### src/rtl/xvga_pkg.sv
// Shared constants for the XVGA raster path: 1024x768@60 default timing,
// coordinate widths and the phase encoding used by both axis counters.
package xvga_pkg;

  localparam int HCOUNT_W = 11;
  localparam int VCOUNT_W = 10;

  localparam int H_ACTIVE_DEF = 1024;
  localparam int H_FP_DEF     = 24;
  localparam int H_SYNC_DEF   = 136;
  localparam int H_BP_DEF     = 160;

  localparam int V_ACTIVE_DEF = 768;
  localparam int V_FP_DEF     = 3;
  localparam int V_SYNC_DEF   = 6;
  localparam int V_BP_DEF     = 29;

  localparam logic SYNC_POL_DEF = 1'b0;

  typedef enum logic [1:0] {
    PH_ACTIVE,
    PH_FP,
    PH_SYNC,
    PH_BP
  } phase_t;

  function automatic int axis_total(input int active, input int fp,
                                    input int sync, input int bp);
    return active + fp + sync + bp;
  endfunction

endpackage

### src/rtl/xvga_axis_counter.sv
// One raster axis: wrapping position counter, ACTIVE/FP/SYNC/BP phase FSM and
// a registered sync output. Used once per line (horizontal) and once per frame.
module xvga_axis_counter
  import xvga_pkg::*;
#(
  parameter int   W        = 11,
  parameter int   ACTIVE   = 1024,
  parameter int   FP       = 24,
  parameter int   SYNC     = 136,
  parameter int   BP       = 160,
  parameter logic SYNC_POL = 1'b0
) (
  input  logic         vclock,
  input  logic         reset,
  input  logic         en,
  output logic [W-1:0] count,
  output phase_t       phase,
  output logic         wrap,
  output logic         sync
);

  localparam int TOTAL = axis_total(ACTIVE, FP, SYNC, BP);

  localparam logic [W-1:0] ACT_LAST  = W'(ACTIVE - 1);
  localparam logic [W-1:0] FP_LAST   = W'(ACTIVE + FP - 1);
  localparam logic [W-1:0] SYNC_LAST = W'(ACTIVE + FP + SYNC - 1);
  localparam logic [W-1:0] LAST      = W'(TOTAL - 1);

  phase_t phase_next;

  assign wrap = en && (count == LAST);

  // sync is registered from the next phase so it lines up with count
  always_ff @(posedge vclock) begin
    if (reset) begin
      count <= '0;
      phase <= PH_ACTIVE;
      sync  <= ~SYNC_POL;
    end else begin
      if (en) begin
        count <= wrap ? '0 : count + 1'b1;
      end
      phase <= phase_next;
      sync  <= (phase_next == PH_SYNC) ? SYNC_POL : ~SYNC_POL;
    end
  end

  always_comb begin
    phase_next = phase;
    if (en) begin
      case (phase)
        PH_ACTIVE: if (count == ACT_LAST)  phase_next = PH_FP;
        PH_FP:     if (count == FP_LAST)   phase_next = PH_SYNC;
        PH_SYNC:   if (count == SYNC_LAST) phase_next = PH_BP;
        PH_BP:     if (count == LAST)      phase_next = PH_ACTIVE;
        default:   phase_next = PH_ACTIVE;
      endcase
    end
  end

endmodule

### src/rtl/xvga_timing.sv
// Free-running XVGA raster generator producing hcount/vcount, syncs and blank.
// Optional frame counter output is enabled by defining XVGA_FRAME_COUNT_EN.
module xvga_timing
  import xvga_pkg::*;
#(
  parameter int   H_ACTIVE = H_ACTIVE_DEF,
  parameter int   H_FP     = H_FP_DEF,
  parameter int   H_SYNC   = H_SYNC_DEF,
  parameter int   H_BP     = H_BP_DEF,
  parameter int   V_ACTIVE = V_ACTIVE_DEF,
  parameter int   V_FP     = V_FP_DEF,
  parameter int   V_SYNC   = V_SYNC_DEF,
  parameter int   V_BP     = V_BP_DEF,
  parameter logic SYNC_POL = SYNC_POL_DEF
) (
  input  logic                vclock,
  input  logic                reset,
  output logic [HCOUNT_W-1:0] hcount,
  output logic [VCOUNT_W-1:0] vcount,
  output logic                hsync,
  output logic                vsync,
  output logic                blank,
  output logic                line_start,
  output logic                frame_start
`ifdef XVGA_FRAME_COUNT_EN
  ,
  output logic [15:0]         frame_count
`endif
);

  localparam int H_TOTAL = axis_total(H_ACTIVE, H_FP, H_SYNC, H_BP);
  localparam int V_TOTAL = axis_total(V_ACTIVE, V_FP, V_SYNC, V_BP);

  if (H_TOTAL > 2048 || V_TOTAL > 1024) begin : g_size_check
    $error("xvga_timing: raster totals exceed hcount/vcount widths");
  end

  phase_t h_phase;
  phase_t v_phase;
  logic   h_wrap;
  logic   v_wrap;

  xvga_axis_counter #(
    .W(HCOUNT_W), .ACTIVE(H_ACTIVE), .FP(H_FP), .SYNC(H_SYNC), .BP(H_BP),
    .SYNC_POL(SYNC_POL)
  ) u_horiz (
    .vclock (vclock),
    .reset  (reset),
    .en     (1'b1),
    .count  (hcount),
    .phase  (h_phase),
    .wrap   (h_wrap),
    .sync   (hsync)
  );

  xvga_axis_counter #(
    .W(VCOUNT_W), .ACTIVE(V_ACTIVE), .FP(V_FP), .SYNC(V_SYNC), .BP(V_BP),
    .SYNC_POL(SYNC_POL)
  ) u_vert (
    .vclock (vclock),
    .reset  (reset),
    .en     (h_wrap),
    .count  (vcount),
    .phase  (v_phase),
    .wrap   (v_wrap),
    .sync   (vsync)
  );

  // Both phases are registered alongside the counters, so blank has no skew
  assign blank = (h_phase != PH_ACTIVE) || (v_phase != PH_ACTIVE);

  always_ff @(posedge vclock) begin
    if (reset) begin
      line_start  <= 1'b1;
      frame_start <= 1'b1;
    end else begin
      line_start  <= h_wrap;
      frame_start <= h_wrap && v_wrap;
    end
  end

`ifdef XVGA_FRAME_COUNT_EN
  always_ff @(posedge vclock) begin
    if (reset) begin
      frame_count <= 16'd0;
    end else if (h_wrap && v_wrap) begin
      frame_count <= frame_count + 16'd1;
    end
  end
`endif

endmodule

### config.mk
export PLATFORM = sky130hd
export DESIGN_NAME = xvga_timing
export DESIGN_NICKNAME = d
export VERILOG_FILES = /design/src/rtl/xvga_pkg.sv /design/src/rtl/xvga_axis_counter.sv /design/src/rtl/xvga_timing.sv
export SDC_FILE = /design/constraint.sdc
export NUM_CORES = 1
export LEC_CHECK = 0
export ABC_CLOCK_PERIOD_IN_PS = 1600
export BUFFER_PORTS_ARGS = -buffer_cell sky130_fd_sc_hd__clkbuf_2
export CAP_MARGIN = 5
export CORE_UTILIZATION = 48
export CTS_CLUSTER_DIAMETER = 80
export DETAILED_ROUTE_END_ITERATION = 7
export MAX_ROUTING_LAYER = met4
export PLACE_DENSITY_LB_ADDON = 0.05
export REMOVE_ABC_BUFFERS = 1
export SLEW_MARGIN = 20
export SYNTH_ARGS = -nofsm -noshare
export SYNTH_HDL_FRONTEND = slang
export SYNTH_SLANG_ARGS = --single-unit
### constraint.sdc
create_clock -name vclock -period 1.6 [get_ports vclock]
set_input_delay 0.16 -clock vclock [delete_from_list [all_inputs] [get_ports vclock]]
set_output_delay 0.16 -clock vclock [all_outputs]
set_load 0.05 [all_outputs]
==> run_summary.xml, run 1 <==
<?xml version="1.0" encoding="UTF-8"?>
<metrics>
  <group name="timing">
    <metric name="report.final.hold_viol_count" unit="">0</metric>
    <metric name="fin_hold_ws" unit="ps">154</metric>
    <metric name="worst_slew_margin_rel" unit="%">80.3</metric>
    <metric name="min_period" unit="ps">1770</metric>
    <metric name="worst-slew-pin-transition" unit="ps">293</metric>
    <metric name="endpoints_failing_setup" unit="">13</metric>
    <metric name="final.setup.worst_slack" unit="ps">-168</metric>
    <metric name="setup_skew_after_layout" unit="ps">5.35</metric>
    <metric name="slew_violations" unit="">0</metric>
    <metric name="rsz0062_at_grt" unit="">yes</metric>
    <metric name="finalCritPeriodShare" unit="%">110</metric>
    <metric name="fin_setup_tns" unit="ps">-1760</metric>
    <metric name="fmaxAchievable" unit="MHz">566</metric>
  </group>
  <group name="clocking">
    <metric name="clock_tree_from_tritoncts" unit="">done</metric>
    <metric name="root_buffer" unit="">clkbuf_4</metric>
    <metric name="worst_setup_hold_path_clk_slew" unit="ps">90</metric>
    <metric name="cts_hold_buf" unit="">0</metric>
    <metric name="ctsHtreeMaxLevel" unit="">2</metric>
    <metric name="tritoncts_buffer_count" unit="">5</metric>
    <metric name="cts_buffer_depth" unit="">2</metric>
    <metric name="clock_sink_count" unit="">29</metric>
    <metric name="clk_latency" unit="ps">340</metric>
  </group>
  <group name="global_route">
    <metric name="grt_overflow" unit="">0</metric>
    <metric name="globalRouteTotalUtil" unit="%">25.3</metric>
    <metric name="vias_in_the_first_global_route" unit="">1296</metric>
    <metric name="grt_first_pass_wirelength" unit="mm">5.90</metric>
    <metric name="grt_start_max_net_pins" unit="">11</metric>
    <metric name="grt_antenna_before_repair" unit="">0</metric>
  </group>
  <group name="hold_path">
    <metric name="holdCritPathClass" unit="">in -&gt; reg</metric>
    <metric name="holdCritStartpoint" unit="">reset</metric>
  </group>
  <group name="critical_path">
    <metric name="worstPathRequired" unit="ps">1820</metric>
    <metric name="critical_path.startpoint_type" unit="">register</metric>
    <metric name="cp.arrival" unit="ps">1990</metric>
    <metric name="worst_path_largest_cell_delay" unit="ps">460</metric>
    <metric name="classification_of_the_worst_setup_path" unit="">reg -&gt; reg</metric>
    <metric name="crit_path_max_fanout" unit="">3</metric>
    <metric name="timing.critical_path.buf_inv" unit="">0</metric>
    <metric name="endpoint_kind_of_the_worst_setup_timing_path" unit="">register</metric>
    <metric name="r2r_slack" unit="ps">-170</metric>
    <metric name="critical-path-slowest-cell" unit="">or4_4</metric>
    <metric name="reg2reg_from" unit="">u_vert.count[4]</metric>
    <metric name="worst_setup_path_startpoint" unit="">u_vert.count[4]</metric>
    <metric name="crit_path_max_delay_family" unit="">simple AND/OR/NAND/NOR gates</metric>
    <metric name="crit_chain" unit="">or3_4, or4_4, a32o_2, o21ai_2, nor2_1</metric>
  </group>
  <group name="logic_synthesis">
    <metric name="synth_cell_type_count" unit="">36</metric>
    <metric name="async_reset_ff_share" unit="%">0</metric>
    <metric name="yosysTopAreaCell" unit="">dfxtp_1</metric>
    <metric name="ys_dominant_reg_cell" unit="">dfxtp_1</metric>
    <metric name="number_of_warnings_printed_during_yosys_synthesis" unit="">0</metric>
    <metric name="yosys.area.top_type_share" unit="%">41.8</metric>
    <metric name="synth.yosys.seq_area_share" unit="%">41.8</metric>
    <metric name="synth_area" unit="mm²">0.00139</metric>
    <metric name="synthesis.area_per_instance" unit="µm²">8.57</metric>
    <metric name="post_synth_inst_count" unit="">162</metric>
    <metric name="synth-edff-count" unit="">0</metric>
    <metric name="netlist_top_cells_area" unit="">dfxtp_1 42%, nor2_1 7.0%, xor2_1 5.0%</metric>
    <metric name="number_of_synthesized_register_bits" unit="">29</metric>
  </group>
  <group name="detailed_routing">
    <metric name="totalWireLength" unit="mm">3.62</metric>
    <metric name="detailedRoute.firstPassIterationCount" unit="">4</metric>
    <metric name="viasPerCell" unit="">5.42</metric>
    <metric name="drt_first_iter_violations" unit="">42</metric>
    <metric name="routedWlPerCell" unit="µm">14.1</metric>
    <metric name="dr_total_vias" unit="">1387</metric>
    <metric name="number_of_remaining_drc_errors" unit="">0</metric>
    <metric name="ant_nets" unit="">0</metric>
  </group>
  <group name="run_status">
    <metric name="run_status" unit="">finished with violations</metric>
    <metric name="failed_checks" unit="">setup timing</metric>
  </group>
  <group name="power">
    <metric name="power_density" unit="mW/mm²">660</metric>
    <metric name="worst_ir_drop_vdd" unit="V">0.000582</metric>
    <metric name="p_leak" unit="nW">0.822</metric>
  </group>
  <group name="die">
    <metric name="die_area" unit="mm²">0.00311</metric>
    <metric name="floorplan.initialDensity" unit="%">50.4</metric>
    <metric name="num_rows" unit="">19</metric>
    <metric name="ios" unit="">28</metric>
    <metric name="die_height" unit="µm">55.8</metric>
    <metric name="chipWidth" unit="µm">55.8</metric>
    <metric name="core_area" unit="mm²">0.00276</metric>
  </group>
  <group name="placed_design">
    <metric name="post-place-cells" unit="">247</metric>
    <metric name="hpwl" unit="mm">2.42</metric>
    <metric name="io_buffers" unit="">27</metric>
    <metric name="gpl.final_weighted_congestion" unit="">0.848</metric>
    <metric name="dpl-instance-area" unit="mm²">0.00178</metric>
  </group>
  <group name="cells_and_area">
    <metric name="layout_cell_area_excl_fill" unit="mm²">0.00198</metric>
    <metric name="multi_input_area" unit="µm²">876</metric>
    <metric name="nFillCells" unit="">211</metric>
    <metric name="number_of_cells_in_the_finished_layout_apart_from_fillers" unit="">256</metric>
    <metric name="insertedDiodeCount" unit="">0</metric>
    <metric name="nets_finish" unit="">232</metric>
    <metric name="sequential_cell_area" unit="µm²">589</metric>
    <metric name="layout-drive-gt1-share" unit="%">43.1</metric>
    <metric name="top_library_cells_by_usage_in_the_layout_fill_and_taps_aside" unit="">31 x buf_4, 27 x clkbuf_2, 22 x nor2_1, 22 x dfxtp_1, 11 x nand3_1</metric>
    <metric name="util_after_layout" unit="%">71.6</metric>
    <metric name="area_delta_synth_final" unit="%">42.3</metric>
    <metric name="layout_commonest_cell" unit="">buf_4</metric>
  </group>
  <group name="job">
    <metric name="max_cap_check_violation_count" unit="">0</metric>
  </group>
</metrics>
-- power by group --
group	leakage, nW	switching [mW]	internal (mW)	total, mW
logic	0.552	0.0614	0.0347	0.0961
registers	0.238	0.00730	0.731	0.738
clock network	0.0314	0.262	0.207	0.469
total	0.822	0.331	0.973	1.30
-- final cells by class --
| cell class | count | area share, % |
|---|---|---|
| Sequential cell | 29 | 29.8 |
| Multi-Input combinational cell | 124 | 44.3 |
| Timing Repair Buffer | 61 | 20.3 |
| Clock buffer | 7 | 2.79 |
| Inverter | 4 | 0.760 |
| Tap cell | 31 | 1.96 |
-- cells by family after synthesis --
| logic type | synth area share, % |
|---|---|
| adders and majority gates | 4.50 |
| buffers and inverters | 2.61 |
| xor gates and xnor gates | 9.46 |
| AOI/OAI and AO/OA | 8.92 |
| and+or+nand+nor | 32.7 |
| DFF | 41.8 |
-- what timing repair did --
item / 4_1_cts / 5_1_grt
setup endpoints to repair: 16 / 26
buffers inserted: 2 / 0
gates resized for setup: 11 / 22
pin swaps: 4 / 7
-- final timing paths --
kind                                          to  cells after the start
worst max register to register   u_vert.phase[0]                      5
worst min-delay path             u_vert.count[1]                      2
worst min register to register  u_horiz.count[0]                      2
worst max-delay path             u_vert.phase[0]                      5
-- synth_stat cells, types with 2 or more instances --
cell type  count
nand3_1       12
or3b_1         2
xnor2_1        7
dfxtp_1       29
ha_1           5
o21ai_1        3
nand4b_1       3
o21ai_0        3
nor4b_1        2
and3_1         4
and2_1         2
nand2_1       10
buf_2          2
nand2b_1       4
xor2_1         8
nand4_1        5
nor2_1        26
inv_1          4
a21oi_1        8
clkbuf_1       3
nor3_1         5
-- registers in the layout, summed over array words and instances, names as in the netlist --
signal	count
u_horiz.sync	1
frame_start	1
u_vert.count	10
u_horiz.count	11
line_start	1
u_horiz.phase	2
u_vert.phase	2
u_vert.sync	1
-- worst reg2reg max path: stages (launching register included) --
cell	delay [ps]
dfxtp_2	330
or3_4	400
or4_4	460
a32o_2	280
o21ai_2	140
nor2_1	50
-- routing by layer --
layer  up-vias  share of wire [%]  track usage [%]
li1        691                  -                -
met1       660                 48             33.5
met2        31                 47             37.3
met3         5                4.0             5.12
met4         0                1.3             11.8
met5         -                  0                -
-- stage by stage --
stage	setup WS (ps)	power (mW)
final	-168	1.30
after global routing	-236	1.34
after CTS	-131	1.30
after detailed placement	-151	0.841
after global placement	-128	0.840
after floorplan	-691	0.803
Note: power is estimated with default switching activity, not from simulation.
==> inputs of run 2 (changes only) <==
--- a/config.mk
+++ b/config.mk
@@ -6,7 +6,7 @@
 export NUM_CORES = 1
 export LEC_CHECK = 0
 export ABC_CLOCK_PERIOD_IN_PS = 1600
-export BUFFER_PORTS_ARGS = -buffer_cell sky130_fd_sc_hd__clkbuf_2
+export BUFFER_PORTS_ARGS = -buffer_cell sky130_fd_sc_hd__buf_2
 export CAP_MARGIN = 5
 export CORE_UTILIZATION = 48
 export CTS_CLUSTER_DIAMETER = 80
@@ -14,6 +14,7 @@
 export MAX_ROUTING_LAYER = met4
 export PLACE_DENSITY_LB_ADDON = 0.05
 export REMOVE_ABC_BUFFERS = 1
+export SKIP_LAST_GASP = 1
 export SLEW_MARGIN = 20
 export SYNTH_ARGS = -nofsm -noshare
 export SYNTH_HDL_FRONTEND = slang
==> run 2 against run 1 <==
  * Setup slack lost 15 ps
  * Via count grew 1.9%
  * The run still ends with setup timing left
  * Clock power grew 9.6%
  * Wire length grew 1.4%
  * Design area grew 2.5%
==> run_summary.xml, run 2 (synthesized netlist as in run 1, its figures left out) <==
<?xml version="1.0" encoding="UTF-8"?>
<metrics>
  <group name="run_status">
    <metric name="run_status" unit="">finished with violations</metric>
    <metric name="failed_checks" unit="">setup timing</metric>
  </group>
  <group name="cells_and_area">
    <metric name="nets_finish" unit="">236</metric>
    <metric name="layout_cell_area_excl_fill" unit="mm²">0.00202</metric>
    <metric name="number_of_cells_in_the_finished_layout_apart_from_fillers" unit="">261</metric>
    <metric name="layout-drive-gt1-share" unit="%">43.9</metric>
    <metric name="util_after_layout" unit="%">73.4</metric>
    <metric name="insertedDiodeCount" unit="">0</metric>
    <metric name="top_library_cells_by_usage_in_the_layout_fill_and_taps_aside" unit="">33 x buf_4, 27 x buf_2, 24 x dfxtp_1</metric>
    <metric name="top_flop_regs" unit="">u_horiz.count: 11 flops, u_vert.count: 10 flops</metric>
    <metric name="largest-register" unit="">u_horiz.count</metric>
    <metric name="area_delta_synth_final" unit="%">45.8</metric>
    <metric name="nFillCells" unit="">217</metric>
    <metric name="largest_register_ff_count" unit="">11</metric>
    <metric name="layout_commonest_cell" unit="">buf_4</metric>
  </group>
  <group name="critical_path">
    <metric name="crit_end" unit="">u_vert.count[8]</metric>
    <metric name="crit_path_max_fanout" unit="">6</metric>
    <metric name="reg2reg_from" unit="">u_vert.count[4]</metric>
    <metric name="worstPathRequired" unit="ps">1830</metric>
    <metric name="cp.arrival" unit="ps">2010</metric>
    <metric name="r2r_slack" unit="ps">-180</metric>
    <metric name="classification_of_the_worst_setup_path" unit="">reg -&gt; reg</metric>
    <metric name="rr_worst_depth" unit="">6</metric>
    <metric name="r2r_end" unit="">u_vert.count[8]</metric>
    <metric name="endpoint_kind_of_the_worst_setup_timing_path" unit="">register</metric>
    <metric name="worst_setup_path_startpoint" unit="">u_vert.count[4]</metric>
    <metric name="critical_path.startpoint_type" unit="">register</metric>
  </group>
  <group name="global_route">
    <metric name="grt_antenna_before_repair" unit="">0</metric>
    <metric name="globalRouteTotalUtil" unit="%">25.5</metric>
    <metric name="vias_in_the_first_global_route" unit="">1366</metric>
    <metric name="grt_start_max_net_pins" unit="">11</metric>
    <metric name="grt_overflow" unit="">0</metric>
    <metric name="grt_first_pass_wirelength" unit="mm">5.99</metric>
  </group>
  <group name="hold_path">
    <metric name="holdCritPathClass" unit="">in -&gt; reg</metric>
  </group>
  <group name="detailed_routing">
    <metric name="totalWireLength" unit="mm">3.67</metric>
    <metric name="detailedRoute.firstPassIterationCount" unit="">4</metric>
    <metric name="routedWlPerCell" unit="µm">14.0</metric>
    <metric name="viasPerCell" unit="">5.42</metric>
    <metric name="number_of_remaining_drc_errors" unit="">0</metric>
    <metric name="drt_first_iter_violations" unit="">59</metric>
    <metric name="ant_nets" unit="">0</metric>
    <metric name="dr_total_vias" unit="">1414</metric>
  </group>
  <group name="timing">
    <metric name="setup_skew_after_layout" unit="ps">11.4</metric>
    <metric name="worst-slew-pin-transition" unit="ps">305</metric>
    <metric name="worst_slew_margin_rel" unit="%">79.5</metric>
    <metric name="slew_violations" unit="">0</metric>
    <metric name="finalCritPeriodShare" unit="%">111</metric>
    <metric name="fmaxAchievable" unit="MHz">561</metric>
    <metric name="report.final.hold_viol_count" unit="">0</metric>
    <metric name="endpoints_failing_setup" unit="">16</metric>
    <metric name="min_period" unit="ps">1780</metric>
    <metric name="rsz0062_at_grt" unit="">yes</metric>
    <metric name="final.setup.worst_slack" unit="ps">-183</metric>
  </group>
  <group name="placed_design">
    <metric name="hpwl" unit="mm">2.47</metric>
    <metric name="dpl-instance-area" unit="mm²">0.00179</metric>
    <metric name="gpl.final_weighted_congestion" unit="">0.855</metric>
    <metric name="place_ws" unit="ps">-171</metric>
    <metric name="io_buffers" unit="">27</metric>
    <metric name="post-place-cells" unit="">248</metric>
  </group>
  <group name="clocking">
    <metric name="tritoncts_buffer_count" unit="">5</metric>
    <metric name="clk_latency" unit="ps">330</metric>
    <metric name="worst_setup_hold_path_clk_slew" unit="ps">90</metric>
    <metric name="cts_buffer_depth" unit="">2</metric>
    <metric name="clock_sink_count" unit="">29</metric>
    <metric name="clock_tree_from_tritoncts" unit="">done</metric>
    <metric name="root_buffer" unit="">clkbuf_4</metric>
    <metric name="cts_hold_buf" unit="">0</metric>
    <metric name="ctsHtreeMaxLevel" unit="">2</metric>
  </group>
  <group name="die">
    <metric name="ios" unit="">28</metric>
    <metric name="die_area" unit="mm²">0.00311</metric>
    <metric name="core_area" unit="mm²">0.00276</metric>
    <metric name="num_rows" unit="">19</metric>
    <metric name="die_height" unit="µm">55.8</metric>
    <metric name="chipWidth" unit="µm">55.8</metric>
    <metric name="floorplan.initialDensity" unit="%">50.4</metric>
  </group>
  <group name="power">
    <metric name="worst_ir_drop_vdd" unit="V">0.000701</metric>
    <metric name="p_leak" unit="nW">0.883</metric>
    <metric name="power_density" unit="mW/mm²">664</metric>
    <metric name="p_total" unit="mW">1.34</metric>
  </group>
  <group name="job">
    <metric name="max_cap_check_violation_count" unit="">0</metric>
  </group>
</metrics>
[run 2: worst min path at each step]
stage	endpoint	cells after the start	from	slack [ps]
after global placement	u_horiz.phase[0]	2	reset	470
final	u_vert.count[1]	2	reset	110
after detailed placement	u_vert.phase[0]	2	reset	470
after global routing	u_vert.count[1]	2	reset	100
after CTS	u_vert.phase[0]	2	reset	110
after floorplan	u_horiz.phase[0]	1	reset	230
[run 2: stage by stage]
stage	setup TNS [ps]	hold slack [ps]
6_report	-2130	108
5_1_grt	-3010	99.9
4_1_cts	-1720	109
3_5_place_dp	-1750	473
3_3_place_gp	-1050	469
2_1_floorplan	-10450	229
[run 2: layer usage]
| metal | track usage (%) | vias to the layer above | share of wire (%) |
|---|---|---|---|
| met5 | - | - | 0 |
| met4 | 14.3 | 0 | 2.6 |
| met3 | 6.05 | 11 | 4.1 |
| met2 | 36.7 | 36 | 47 |
| met1 | 32.8 | 666 | 46 |
| li1 | - | 701 | - |
[run 2: worst max-delay path, cell delays in order (launching register included)]
cell      delay, ps
dfxtp_2         330
or3_4           400
or4_4           460
buf_6           140
o21bai_4        150
buf_6           150
nor2_1           50
[run 2: what timing repair did]
action | CTS | global route
resized for setup | 12 | 25
setup endpoints to repair | 16 | 26
endpoints found under the hold margin | 0 | 0
pin swaps | 3 | 10
cloned | 0 | 1
buffers inserted | 2 | 2
[run 2: final cells by class]
| type | instances | area, µm² | share of cell area (%) |
|---|---|---|---|
| clock buffers | 7 | 65.1 | 3.21 |
| clock inverters | 1 | 5.00 | 0.247 |
| inverters | 4 | 15.0 | 0.742 |
| multi-input cells | 124 | 872 | 43.1 |
| flip-flops and latches | 29 | 589 | 29.1 |
| well taps | 31 | 38.8 | 1.92 |
| repair buffers | 65 | 439 | 21.7 |
[run 2: report_power, final]
part / switching [mW] / leakage (nW) / internal, mW / total, mW
sequential: 0.00563 / 0.238 / 0.728 / 0.734
combinational: 0.0618 / 0.604 / 0.0333 / 0.0951
clock: 0.260 / 0.0413 / 0.254 / 0.514
